$ cat src/rtl/divider_sequencer.sv
// divider_sequencer: plays a register-programmed table of (divide value,
// duration) steps into the div_num input of an N+1 frequency divider.
// Step durations are counted in ticks from a programmable prescaler.
// Optional feature: define DIVIDER_SEQ_GLIDE_EN to make div_num slide by one
// count per tick toward each non-rest target instead of jumping to it.
module divider_sequencer #(
  parameter int DEPTH  = 16,
  parameter int AW     = 4,
  parameter int DUR_W  = 8,
  parameter int TICK_W = 16
) (
  input  logic              clk,
  input  logic              rst,
  input  logic              wr_en,
  input  logic [AW-1:0]     wr_addr,
  input  logic [10:0]       wr_div,
  input  logic [DUR_W-1:0]  wr_dur,
  input  logic [AW-1:0]     len,
  input  logic [TICK_W-1:0] tick_period,
  input  logic              loop,
  input  logic              start,
  input  logic              stop,
  output logic [10:0]       div_num,
  output logic              gate,
  output logic              busy,
  output logic [AW-1:0]     step_idx,
  output logic              step_pulse,
  output logic              done
);

  typedef enum logic [1:0] {
    S_IDLE,
    S_LOAD,
    S_PLAY
  } state_t;

  state_t             state;
  logic [10:0]        mem_div [DEPTH];
  logic [DUR_W-1:0]   mem_dur [DEPTH];
  logic [10:0]        ld_div;
  logic [DUR_W-1:0]   ld_dur;
  logic [DUR_W-1:0]   rd_dur_p1;
  logic [DUR_W-1:0]   dur_last;
  logic [TICK_W-1:0]  presc;
  logic [DUR_W-1:0]   tick_cnt;
  logic               tick;
  logic               step_end;

`ifdef DIVIDER_SEQ_GLIDE_EN
  logic [10:0]        rd_div_p1;

  // Move one count toward the target, or stay put once it is reached.
  function automatic logic [10:0] glide_step(input logic [10:0] cur,
                                             input logic [10:0] tgt);
    if (cur < tgt)      glide_step = cur + 11'd1;
    else if (cur > tgt) glide_step = cur - 11'd1;
    else                glide_step = cur;
  endfunction
`endif

  // Stretch a zero duration to one tick so every step has a defined end.
  function automatic logic [DUR_W-1:0] dur_eff(input logic [DUR_W-1:0] d);
    dur_eff = (d == '0) ? DUR_W'(1) : d;
  endfunction

  assign ld_div   = mem_div[step_idx];
  assign ld_dur   = mem_dur[step_idx];
  assign dur_last = rd_dur_p1 - DUR_W'(1);
  assign tick     = (presc >= tick_period);
  assign step_end = tick && (tick_cnt == dur_last);

  // Table storage: writable at any time, never reset; a same-edge read sees old data.
  always_ff @(posedge clk) begin
    if (wr_en) begin
      mem_div[wr_addr] <= wr_div;
      mem_dur[wr_addr] <= wr_dur;
    end
  end

  // Registered table read, captured at the end of the LOAD cycle.
  always_ff @(posedge clk) begin
    if (state == S_LOAD) begin
      rd_dur_p1 <= dur_eff(ld_dur);
`ifdef DIVIDER_SEQ_GLIDE_EN
      rd_div_p1 <= ld_div;
`endif
    end
  end

  // Sequencer FSM with prescaler, tick counter and registered outputs.
  always_ff @(posedge clk or posedge rst) begin
    if (rst) begin
      state      <= S_IDLE;
      div_num    <= '0;
      gate       <= 1'b0;
      busy       <= 1'b0;
      step_idx   <= '0;
      step_pulse <= 1'b0;
      done       <= 1'b0;
      presc      <= '0;
      tick_cnt   <= '0;
    end else begin
      step_pulse <= 1'b0;
      done       <= 1'b0;
      if (stop) begin
        // Abort wins over everything, including a simultaneous start.
        state <= S_IDLE;
        busy  <= 1'b0;
        gate  <= 1'b0;
      end else begin
        case (state)
          S_IDLE: begin
            gate <= 1'b0;
            if (start) begin
              step_idx <= '0;
              busy     <= 1'b1;
              state    <= S_LOAD;
            end
          end
          S_LOAD: begin
            presc      <= '0;
            tick_cnt   <= '0;
            step_pulse <= 1'b1;
            gate       <= (ld_div != 11'd0);
`ifndef DIVIDER_SEQ_GLIDE_EN
            // A rest leaves the divider on its previous value.
            if (ld_div != 11'd0) div_num <= ld_div;
`endif
            state      <= S_PLAY;
          end
          S_PLAY: begin
            if (tick) begin
              presc <= '0;
`ifdef DIVIDER_SEQ_GLIDE_EN
              if (rd_div_p1 != 11'd0) div_num <= glide_step(div_num, rd_div_p1);
`endif
              if (step_end) begin
                tick_cnt <= '0;
                if (step_idx < len) begin
                  step_idx <= step_idx + AW'(1);
                  state    <= S_LOAD;
                end else if (loop) begin
                  step_idx <= '0;
                  state    <= S_LOAD;
                end else begin
                  state <= S_IDLE;
                  busy  <= 1'b0;
                  gate  <= 1'b0;
                  done  <= 1'b1;
                end
              end else begin
                tick_cnt <= tick_cnt + DUR_W'(1);
              end
            end else begin
              presc <= presc + TICK_W'(1);
            end
          end
          default: begin
            state <= S_IDLE;
            busy  <= 1'b0;
            gate  <= 1'b0;
          end
        endcase
      end
    end
  end

endmodule

$ cat config.mk
export PLATFORM = sky130hd
export DESIGN_NAME = divider_sequencer
export DESIGN_NICKNAME = d
export VERILOG_FILES = /design/src/rtl/divider_sequencer.sv
export SDC_FILE = /design/constraint.sdc
export NUM_CORES = 1
export LEC_CHECK = 0
export BUFFER_PORTS_ARGS = -buffer_cell sky130_fd_sc_hd__buf_4
export CAP_MARGIN = 20
export CORE_MARGIN = 4
export CORE_UTILIZATION = 55
export CTS_BUF_LIST = sky130_fd_sc_hd__clkbuf_4
export DETAILED_ROUTE_END_ITERATION = 6
export PLACE_DENSITY = 0.74
export SYNTH_ARGS = -nofsm -noshare
export SYNTH_HDL_FRONTEND = slang
export SYNTH_SLANG_ARGS = --single-unit
$ cat constraint.sdc
create_clock -name clk -period 4.7 [get_ports clk]
set_input_delay 0.47 -clock clk [delete_from_list [all_inputs] [get_ports clk]]
set_output_delay 0.47 -clock clk [all_outputs]
set_load 0.01 [all_outputs]
# Word-level counts from Yosys, hierarchy flattened
# Memory sizes are Yosys's and may differ from the RTL's.
# Index checks and enable logic that the tools add are counted.
dict set report word_totals {
  reg_bits 53
  latch_bits 0
  mem_bits_rw 304
  mem_bits_ro 0
  input_bits 49
  out_inout_bits 19
  elab_cells 82
  memories 2
}
# name words width rd rd_clocked_by_memory_dff write_ports line_no
set mem_list {}
lappend mem_list {mem_div 16 11 1 0 1 38} ;# logic [10:0] mem_div [DEPTH];
lappend mem_list {mem_dur 16 8 1 0 1 39} ;# logic [DUR_W-1:0] mem_dur [DEPTH];
dict set report classes {
  add_sub_neg 4
  n_mul 0
  div 0
  magnitude_cmp 2
  eq_ne 13
  n_shift 0
  mux 37
  bitwise 1
  reduce_logical 13
}
# op count
set op_table {}
lappend op_table {{one-hot mux 16 bit (2 select lines)} 1}
lappend op_table {{two-way mux 4 bit} 5}
lappend op_table {{two-way mux 1 bit} 19}
lappend op_table {{inequality test 3 bit (second input constant)} 6}
lappend op_table {{adder 16 x 1 -> 16 bit (second input constant)} 1}
lappend op_table {{>= comparator 16 bit} 1}
lappend op_table {{two-way mux 16 bit} 1}
lappend op_table {{two-way mux 8 bit} 2}
lappend op_table {{one-hot mux 8 bit (2 select lines)} 1}
lappend op_table {{AND reduction 6 bit} 2}
lappend op_table {{nonzero test 11 bit} 1}
lappend op_table {{AND reduction 3 bit} 3}
lappend op_table {{adder 8 x 1 -> 8 bit (second input constant)} 1}
lappend op_table {{== test 8 bit} 1}
lappend op_table {{logical NOT 8 bit} 1}
lappend op_table {{two-way mux 2 bit} 4}
lappend op_table {{inequality test 2 bit (second input constant)} 4}
lappend op_table {{one-hot mux 4 bit (2 select lines)} 1}
lappend op_table {{subtractor 8 x 1 -> 8 bit (second input constant)} 1}
lappend op_table {{one-hot mux 2 bit (3 select lines)} 1}
lappend op_table {{adder 4 x 1 -> 4 bit (second input constant)} 1}
lappend op_table {{less-than comparator 4 bit} 1}
lappend op_table {{AND reduction 4 bit} 1}
lappend op_table {{nonzero test 2 bit} 2}
lappend op_table {{other kinds (8)} 8}

# Longest topological paths before layout
# Gate-level depths: netlist (run 1).
dict set report logic_depth {
  word_depth 7
  mapped_depth 11
  ltp_nobuf 9
}

# Least setup slack after synthesis (run 1)
# Ideal clock, no wire load.
dict set report synth_path {
  kind {register -> register}
  startpoint {reg step_idx[1]}
  endpoint {reg div_num[0]}
  setup_ns 0.125
  t_arrival_ns 2.866
  required_time_ns 4.575
  slack_ns 1.709
  path_stages_with_launch 10
  synth_period_minus_slack_ns 2.991
  cell_sequence {dfrtp_1 > clkbuf_1 > clkbuf_1 > mux4_2 > a22oi_1 > nand2_1 > nor4_1 > nand2_1 > o31ai_4 > mux2_2}
}
dict set report synth_between {
  elab_chain_len 3
}
# item line_no
set synth_lines {}
lappend synth_lines {{from (decl)} 26} ;# output logic [AW-1:0] step_idx,
lappend synth_lines {{from (signal assigned)} 140} ;# step_idx <= step_idx + AW'(1);
lappend synth_lines {{memory read (16 x 11 bit) *} -}
lappend synth_lines {{nonzero test 11 bit} 127} ;# if (ld_div != 11'd0) div_num <= ld_div;
lappend synth_lines {{AND reduction 3 bit (no source line)} -}
lappend synth_lines {{to (signal assigned)} 127}
lappend synth_lines {{to (decl)} 23} ;# output logic [10:0] div_num,
# Mark *: on every way between the ends. The rest lies on a longest branch, timed or not.
# A chain may end at the register's enable or synchronous reset.

# Worst setup path after layout (run 1)
dict set report layout_path {
  startpoint {reg step_idx[0]}
  endpoint {reg div_num[3]}
}
# Same word-level chain as after synthesis.

==> flow_summary.rst, run 1 <==
.. list-table::
   :header-rows: 1

   * - Metric
     - Value
   * - Crit path top cell by count
     - sky130_fd_sc_hd__mux2_2
   * - Count of non-filler cells in the finished layout
     - 1354
   * - Post-synthesis register bit count
     - 357
   * - Required time of the critical path
     - 5.25 ns
   * - H-tree levels
     - 3
   * - Post-route DRC
     - 0
   * - Crit path depth
     - 7
   * - Number of instances on the worst hold path
     - 1
   * - Fraction of layout cells with a size suffix above 1
     - 32.32%
   * - Overall power after layout
     - 6.728 mW
   * - Clock net sink count
     - 357
   * - Aggregate negative setup slack
     - 0 ns
   * - Num CTS Buffers
     - 87
   * - Cell count after placement
     - 1200
   * - Max-slew violation count
     - 0
   * - Max Buffers Root-to-Sink
     - 3
   * - Mapped Nets
     - approximately 900
   * - Setup repair after global routing missed its margin
     - no
   * - Setup slack of the most critical reg-to-reg path
     - roughly 1.2 ns
   * - Total internal power
     - 5.102 mW
   * - Final layout net count
     - 1032
   * - Average detailed-routed wire length per instance
     - 22.85 um
   * - Final design utilization
     - between 60% and 70%
   * - Switching part of the total power
     - 24.17%
   * - Fmax
     - roughly 0.29 GHz
   * - Maximum fanout encountered on the critical timing path
     - 24
   * - Dpl ws
     - about 1.2 ns
   * - Critical Path, Cell by Cell
     - buf_4, mux4_2, mux2_2, o21ai_0, nand2b_1, o31ai_4, mux2_2
   * - Worst Max-Slew Pin Slew
     - 1.007 ns
   * - Area of the mapped netlist
     - about 15000 sq um
   * - Vert. Die Dim
     - roughly 170 um
   * - Final number of setup-violating endpoints
     - 0
   * - Share of the synthesized area in the top cell type
     - 63.59%
   * - Layout-stage area growth over the synthesis result
     - 14.25%
   * - Leakage power of the design
     - 5.875 nW
   * - Biggest cell delay along the critical path
     - 0.71 ns
   * - Setup Skew
     - between 0.04 and 0.05 ns
   * - Remaining global-route overflow
     - 0
   * - Slew headroom
     - 32.74%
   * - Vias in the first global route
     - just over 8000
   * - Total number of yosys warnings
     - 0
   * - Synthesized area divided by synthesized cell count
     - 18.08 sq um
   * - Skew-Pair Late Insertion Delay
     - between 0.6 and 0.7 ns
   * - Global-route wire length before repair
     - between 40 and 50 mm
   * - TritonCTS clock tree
     - built
   * - Initial core utilization
     - between 50 and 60%
   * - Most used DFF post-synth
     - sky130_fd_sc_hd__edfxtp_1
   * - DRC marker count from the first detailed-route iteration
     - 845
   * - Reg2reg end
     - div_num[3]
   * - Startpoint of the worst hold path
     - wr_dur[5]
   * - Clock-pin transition on the worst setup and hold timing paths
     - 0.07 ns
   * - Sequential share of power
     - 55.1%
   * - Cell types occupying the most area after synthesis
     - sky130_fd_sc_hd__edfxtp_1, sky130_fd_sc_hd__mux4_2, sky130_fd_sc_hd__dfrtp_1
   * - Share of synthesized area occupied by flip-flops and latches
     - 71.23%
   * - Hold_ws
     - between 0.07 and 0.08 ns
   * - Power density over the cells
     - about 400 nW/um^2
   * - Cell area after placement
     - 15740 sq um
   * - Count of input and output buffers
     - 67
   * - Minimum clock period after layout
     - between 3 and 4 ns
   * - Cell row count
     - 59
   * - Number of fillers in the final layout
     - 1798
   * - Reg-to-Reg Start
     - step_idx[0]
   * - Number of different library cells in the post-synthesis netlist
     - 54
   * - Number of buffers and inverters on the critical path
     - 1
   * - ANT nets after route
     - 0
   * - Share of power burned in combinational logic
     - under 10%
   * - EDFF count, synth
     - 312
   * - Routability congestion estimate
     - between 0.8 and 0.9
   * - Kind of critical path
     - reg -> reg
   * - Setup bufs post-CTS
     - 0
   * - Mean number of vias per cell
     - 6.002
   * - Data arrival time at the worst-slack endpoint
     - 4.04 ns
   * - Kind of end point of the critical path
     - register
   * - Via total after detailed routing
     - 8127
   * - Cells after Synth
     - 815
   * - Die X
     - 171.7 um
   * - Clock root buffer
     - sky130_fd_sc_hd__clkbuf_4
   * - Area of the die
     - 29470 sq um
   * - Crit path setup slack, layout
     - 1.206 ns
   * - Cell taking the most area after synthesis
     - sky130_fd_sc_hd__edfxtp_1
   * - Period Utilization, post-route
     - 74.34%
   * - Post-synthesis async set-or-reset flop share
     - 12.61%
   * - # IOs
     - 68
   * - Register-to-Register Path Depth
     - 7
   * - Switching power of the nets
     - 1.626 mW
   * - Overall routed net length
     - 30.94 mm
   * - Tightest Hold Check Type
     - in -> reg
   * - Pin count of the biggest net entering global routing
     - 48
   * - Core area
     - 26210 sq um
   * - Hold path endpoint
     - mem_dur[2][5]
   * - Crit-path slowest cell
     - sky130_fd_sc_hd__dfrtp_4
   * - Number of violations of the max-capacitance limit
     - 0
   * - Iteration count of the initial detailed-routing pass
     - 5
   * - Critical path's top delay family
     - multiplexers
   * - HPWL after DPL
     - between 15 and 20 mm
   * - Finished Cell Area
     - 16830 sq um
   * - IR Drop Worst-Case VDD
     - 0.2088 mV
   * - Final hold violation count
     - 0
   * - Share of power burned in the clock network
     - 35.7%
   * - Global-route usage over all layers
     - roughly 22%
   * - Startpoint class of the critical path
     - register
   * - Initial antenna violation count
     - 1
   * - Outcome
     - complete, no violations
## worst max path at each step
stage	startpoint	to	slack [ns]
2_1_floorplan	step_idx[1]	div_num[0]	1.71
3_3_place_gp	step_idx[0]	div_num[9]	1.28
3_5_place_dp	step_idx[0]	div_num[5]	1.22
4_1_cts	step_idx[0]	div_num[5]	1.17
5_1_grt	step_idx[0]	div_num[0]	0.92
6_report	step_idx[0]	div_num[3]	1.21
## registers in the layout, summed over array words and instances (netlist names), 2 cells and up
signal and flops:
tick_cnt 8, rd_dur_p1 8, div_num 11, step_idx 4, mem_dur 128, mem_div 176, state 2, presc 16
## power groups by stage
| stage | registers, mW | clock network [mW] | logic, mW |
|---|---|---|---|
| 2_1_floorplan | 3.76 | 0 | 0.324 |
| 3_3_place_gp | 3.77 | 0 | 0.598 |
| 3_5_place_dp | 3.78 | 0 | 0.612 |
| 4_1_cts | 3.71 | 2.47 | 0.615 |
| 5_1_grt | 3.72 | 2.65 | 0.672 |
| 6_report | 3.71 | 2.40 | 0.615 |
## worst reg2reg max path, stage by stage (launching register included)
cell and delay (ns):
sky130_fd_sc_hd__dfrtp_4 0.71, sky130_fd_sc_hd__buf_4 0.43, sky130_fd_sc_hd__mux4_2 0.55, sky130_fd_sc_hd__mux2_2 0.27
sky130_fd_sc_hd__o21ai_0 0.34, sky130_fd_sc_hd__nand2b_1 0.18, sky130_fd_sc_hd__o31ai_4 0.51, sky130_fd_sc_hd__mux2_2 0.40
## metal layers
| metal | track usage, % | part of all wire, % | up-vias |
|---|---|---|---|
| li1 | - | - | 3620 |
| met1 | 31.92 | 42 | 4100 |
| met2 | 33.38 | 48 | 375 |
| met3 | 4.528 | 8.4 | 32 |
| met4 | 5.925 | 1.2 | 0 |
| met5 | 0 | 0 | - |
## kinds of logic (layout without fill, tap and decap cells)
group           Yosys count  after routing  synth area share (%)
flops                   357            357                 71.23
simple gates            153            153                 5.206
mux                     102            102                 13.89
compound gates           97             97                 4.603
buf+inv                  62            265                 1.766
fa+ha+maj                27             27                 2.293
xor+xnor                 17             17                 1.011
other cells               0              1                     0
## Yosys cell counts, types with 2 or more instances
library cell,number
sky130_fd_sc_hd__or2_2,2
sky130_fd_sc_hd__nor2_1,37
sky130_fd_sc_hd__buf_1,2
sky130_fd_sc_hd__xor2_1,7
sky130_fd_sc_hd__ha_1,27
sky130_fd_sc_hd__or3b_2,3
sky130_fd_sc_hd__nor2b_1,6
sky130_fd_sc_hd__o31ai_1,7
sky130_fd_sc_hd__inv_1,34
sky130_fd_sc_hd__a22o_1,6
sky130_fd_sc_hd__xnor2_1,10
sky130_fd_sc_hd__nand4_1,6
sky130_fd_sc_hd__nand3b_1,2
sky130_fd_sc_hd__nand2b_1,10
sky130_fd_sc_hd__mux2i_1,11
sky130_fd_sc_hd__buf_2,4
sky130_fd_sc_hd__or4_1,2
sky130_fd_sc_hd__buf_6,2
sky130_fd_sc_hd__o21ai_0,22
sky130_fd_sc_hd__o211ai_1,3
sky130_fd_sc_hd__o31a_1,2
sky130_fd_sc_hd__nand3_1,17
sky130_fd_sc_hd__buf_4,2
sky130_fd_sc_hd__mux2_2,10
sky130_fd_sc_hd__a21o_1,9
sky130_fd_sc_hd__clkbuf_1,18
sky130_fd_sc_hd__nor3_1,11
sky130_fd_sc_hd__nand2_1,35
sky130_fd_sc_hd__dfrtp_1,45
sky130_fd_sc_hd__a221oi_1,4
sky130_fd_sc_hd__edfxtp_1,312
sky130_fd_sc_hd__and2_1,4
sky130_fd_sc_hd__o21a_1,4
sky130_fd_sc_hd__nor4_1,5
sky130_fd_sc_hd__a22oi_1,17
sky130_fd_sc_hd__and3_1,7
sky130_fd_sc_hd__mux4_2,81
sky130_fd_sc_hd__a21oi_1,13
## area by class of cell
class | count | area (sq um) | share of cell area (%)
Antenna cell | 1 | 2.502 | 0.01487
Inverter | 34 | 127.6 | 0.7581
Sequential cell | 357 | 10500 | 62.39
Tap cell | 335 | 419.2 | 2.490
Timing Repair Buffer | 80 | 628.1 | 3.731
Clock inverter | 25 | 118.9 | 0.7061
Multi-Input combinational cell | 396 | 4089 | 24.29
Clock buffer | 126 | 945.9 | 5.619
## cell usage in the layout, fill, tap and decap left out, types with 5 or more instances in the layout
| cell | count |
|---|---|
| sky130_fd_sc_hd__edfxtp_1 | 312 |
| sky130_fd_sc_hd__clkbuf_4 | 126 |
| sky130_fd_sc_hd__mux4_2 | 81 |
| sky130_fd_sc_hd__buf_4 | 77 |
| sky130_fd_sc_hd__dfrtp_1 | 43 |
| sky130_fd_sc_hd__nand2_1 | 35 |
| sky130_fd_sc_hd__inv_1 | 33 |
| sky130_fd_sc_hd__ha_1 | 27 |
| sky130_fd_sc_hd__nor2_1 | 25 |
| sky130_fd_sc_hd__o21ai_0 | 22 |
| sky130_fd_sc_hd__nand3_1 | 17 |
| sky130_fd_sc_hd__a22oi_1 | 17 |
| sky130_fd_sc_hd__clkinv_1 | 17 |
| sky130_fd_sc_hd__a21oi_1 | 13 |
| sky130_fd_sc_hd__nor2_4 | 12 |
| sky130_fd_sc_hd__mux2i_1 | 11 |
| sky130_fd_sc_hd__nand2b_1 | 10 |
| sky130_fd_sc_hd__xnor2_1 | 10 |
| sky130_fd_sc_hd__mux2_2 | 10 |
| sky130_fd_sc_hd__a21o_1 | 9 |
| sky130_fd_sc_hd__xor2_1 | 7 |
| sky130_fd_sc_hd__and3_1 | 7 |
| sky130_fd_sc_hd__nor3_1 | 7 |
| sky130_fd_sc_hd__o31ai_1 | 7 |
| sky130_fd_sc_hd__nand4_1 | 6 |
| sky130_fd_sc_hd__nor2b_1 | 6 |
| sky130_fd_sc_hd__a22o_1 | 6 |
| sky130_fd_sc_hd__nor4_1 | 5 |
## timing repair
action | in CTS | in global routing
endpoints found under the hold margin | 10 | 0
resized for setup | 0 | 0
hold buffers | 1 | 0
(Power assumes the default switching activity.)
==> run 2, diff against run 1 <==
==> constraint.sdc (replaced) <==
create_clock -name clk -period 3.6 [get_ports clk]
set_input_delay 0.36 -clock clk [delete_from_list [all_inputs] [get_ports clk]]
set_output_delay 0.36 -clock clk [all_outputs]
set_load 0.01 [all_outputs]
==> flow_summary.rst, run 2 (synthesized netlist as in run 1, its figures left out) <==
.. list-table::
   :header-rows: 1

   * - Metric
     - Value
   * - Number of fillers in the final layout
     - 1789
   * - Max Buffers Root-to-Sink
     - 3
   * - Clock root buffer
     - sky130_fd_sc_hd__clkbuf_4
   * - Hold path endpoint
     - mem_dur[15][0]
   * - HPWL after DPL
     - 17.93 mm
   * - Startpoint class of the critical path
     - register
   * - Initial core utilization
     - between 50% and 60%
   * - Average detailed-routed wire length per instance
     - 21.94 um
   * - Global-route wire length before repair
     - 47.23 mm
   * - Crit-path slowest cell
     - sky130_fd_sc_hd__mux4_2
   * - Via total after detailed routing
     - 8258
   * - Top register by number of flip-flops
     - mem_div
   * - Hold Buf Count CTS
     - 23
   * - Setup slack of the most critical reg-to-reg path
     - ~0.33 ns
   * - Overall routed net length
     - 30.57 mm
   * - Cell row count
     - 59
   * - Fraction of layout cells with a size suffix above 1
     - 32.92%
   * - Post-route DRC
     - 0
   * - Kind of end point of the critical path
     - register
   * - Critical Path, Cell by Cell
     - buf_12, mux4_2, mux2_2, o21ai_0, nand2b_1, o31ai_4, mux2_2
   * - Crit path top cell by count
     - sky130_fd_sc_hd__mux2_2
   * - Tightest Hold Check Type
     - in -> reg
   * - Largest registers in the final layout
     - mem_div: 176 flops, mem_dur: 128 flops, presc: 16 flops
   * - Remaining global-route overflow
     - 0
   * - Final design utilization
     - roughly 65%
   * - Final layout net count
     - 1070
   * - Required time of the critical path
     - 4.16 ns
   * - Startpoint of the worst hold path
     - wr_addr[3]
   * - Post-cts sizing count
     - 0
   * - Period Utilization, post-route
     - slightly above 90%
   * - Iteration count of the initial detailed-routing pass
     - 5
   * - DRC marker count from the first detailed-route iteration
     - around 830
   * - Pin count of the biggest net entering global routing
     - 56
   * - Skew-Pair Late Insertion Delay
     - around 0.7 ns
   * - Aggregate negative setup slack
     - 0 ns
   * - Reg2reg end
     - div_num[10]
   * - # IOs
     - 68
   * - Biggest cell delay along the critical path
     - 0.55 ns
   * - Clock net sink count
     - 357
   * - Vert. Die Dim
     - 171.7 um
   * - Max-slew violation count
     - 0
   * - Clock-pin transition on the worst setup and hold timing paths
     - 0.07 ns
   * - Mean number of vias per cell
     - 5.928
   * - Number of violations of the max-capacitance limit
     - 0
   * - Worst Max-Slew Pin Slew
     - 1.002 ns
   * - Outcome
     - complete, no violations
   * - Fmax
     - a little over 0.3 GHz
   * - Maximum fanout encountered on the critical timing path
     - 55
   * - Reg-to-Reg Start
     - step_idx[0]
   * - Minimum clock period after layout
     - about 3.3 ns
   * - Layout-stage area growth over the synthesis result
     - 16.39%
   * - Setup Skew
     - 0.03876 ns
   * - Die X
     - 171.7 um
   * - Final number of setup-violating endpoints
     - 0
   * - Num CTS Buffers
     - 86
   * - Core area
     - around 26000 sq um
   * - Count of input and output buffers
     - 67
   * - Initial antenna violation count
     - 1
   * - IR Drop Worst-Case VDD
     - 0.2177 mV
   * - Register-to-Register Path Depth
     - 7
   * - Total area of multi-input combinational cells
     - 4029 sq um
   * - Kind of critical path
     - reg -> reg
   * - Global-route usage over all layers
     - 21.47%
   * - Setup bufs post-CTS
     - 0
   * - TritonCTS clock tree
     - built
   * - H-tree levels
     - 3
   * - Register Area
     - 10500 sq um
   * - Power density over the cells
     - 516.4 nW/um^2
   * - Setup repair after global routing missed its margin
     - no
   * - Highest-count cells in the layout ignoring fill and taps
     - sky130_fd_sc_hd__edfxtp_1, sky130_fd_sc_hd__clkbuf_4, sky130_fd_sc_hd__buf_4, sky130_fd_sc_hd__mux4_2, sky130_fd_sc_hd__dfrtp_1
   * - Max reg flops
     - 176
   * - Number of instances on the worst hold path
     - 3
   * - Area of the die
     - 29470 sq um
   * - Final hold violation count
     - 0
   * - Routability congestion estimate
     - 0.8245
   * - Slew headroom
     - about a third
   * - Data arrival time at the worst-slack endpoint
     - 3.83 ns
   * - Vias in the first global route
     - 8309
   * - Most common cell after layout, fill and taps aside
     - sky130_fd_sc_hd__edfxtp_1
   * - Leakage power of the design
     - 6.074 nW
   * - ANT nets after route
     - 0
[run 2: how the worst max path moves through the flow]
stage                        endpoint        start  slack (ns)
after floorplan            div_num[0]  step_idx[1]        0.61
after global placement     div_num[9]  step_idx[0]        0.37
after detailed placement   div_num[6]  step_idx[0]        0.34
after CTS                  div_num[6]  step_idx[0]        0.32
after global routing       div_num[0]  step_idx[0]        0.08
final                     div_num[10]  step_idx[0]        0.33
[run 2: metrics by stage]
| stage | setup slack [ns] | hold slack [ns] | instances | instance area [sq um] | power, mW |
|---|---|---|---|---|---|
| after detailed placement | 0.3394 | 0.4982 | 1218 | 15820 | 5.722 |
| final | 0.3298 | 0.3095 | 1393 | 17150 | 8.855 |
| after floorplan | 0.6090 | 0.4589 | 815 | 14730 | 5.331 |
| after CTS | 0.3207 | 0.2524 | 1392 | 17150 | 8.945 |
| after global routing | 0.07922 | 0.2596 | 1393 | 17150 | 9.288 |
| after global placement | 0.3733 | 0.5021 | 1218 | 15820 | 5.697 |
[run 2: metal layers]
| metal | track usage (%) | part of all wire [%] | vias up |
|---|---|---|---|
| met4 | 7.027 | 1.8 | 0 |
| met2 | 33.74 | 49 | 353 |
| met1 | 31.23 | 42 | 4166 |
| met5 | 0 | 0 | - |
| li1 | - | - | 3696 |
| met3 | 3.723 | 7.8 | 43 |
[run 2: power breakdown]
group | switching, mW | internal, mW
registers | 0.126 | 4.70
logic | 0.452 | 0.369
clock network | 1.51 | 1.69
total | 2.09 | 6.77
[run 2: cell type report]
cell class              instances  area share (%)
flip-flops and latches        357           61.24
multi-input cells             396           23.49
repair buffers                119           5.691
clock buffers                 127           5.560
well taps                     335           2.444
clock inverters                24          0.8099
inverters                      34          0.7442
diodes                          1         0.01459
[run 2: worst max-delay path: cells and delay by family (launching register included)]
kind / cells / cell delay, ns
compound gates: 2 / 0.90
buf+inv: 1 / 0.37
flops: 1 / 0.45
mux: 3 / 1.21
simple gates: 1 / 0.20
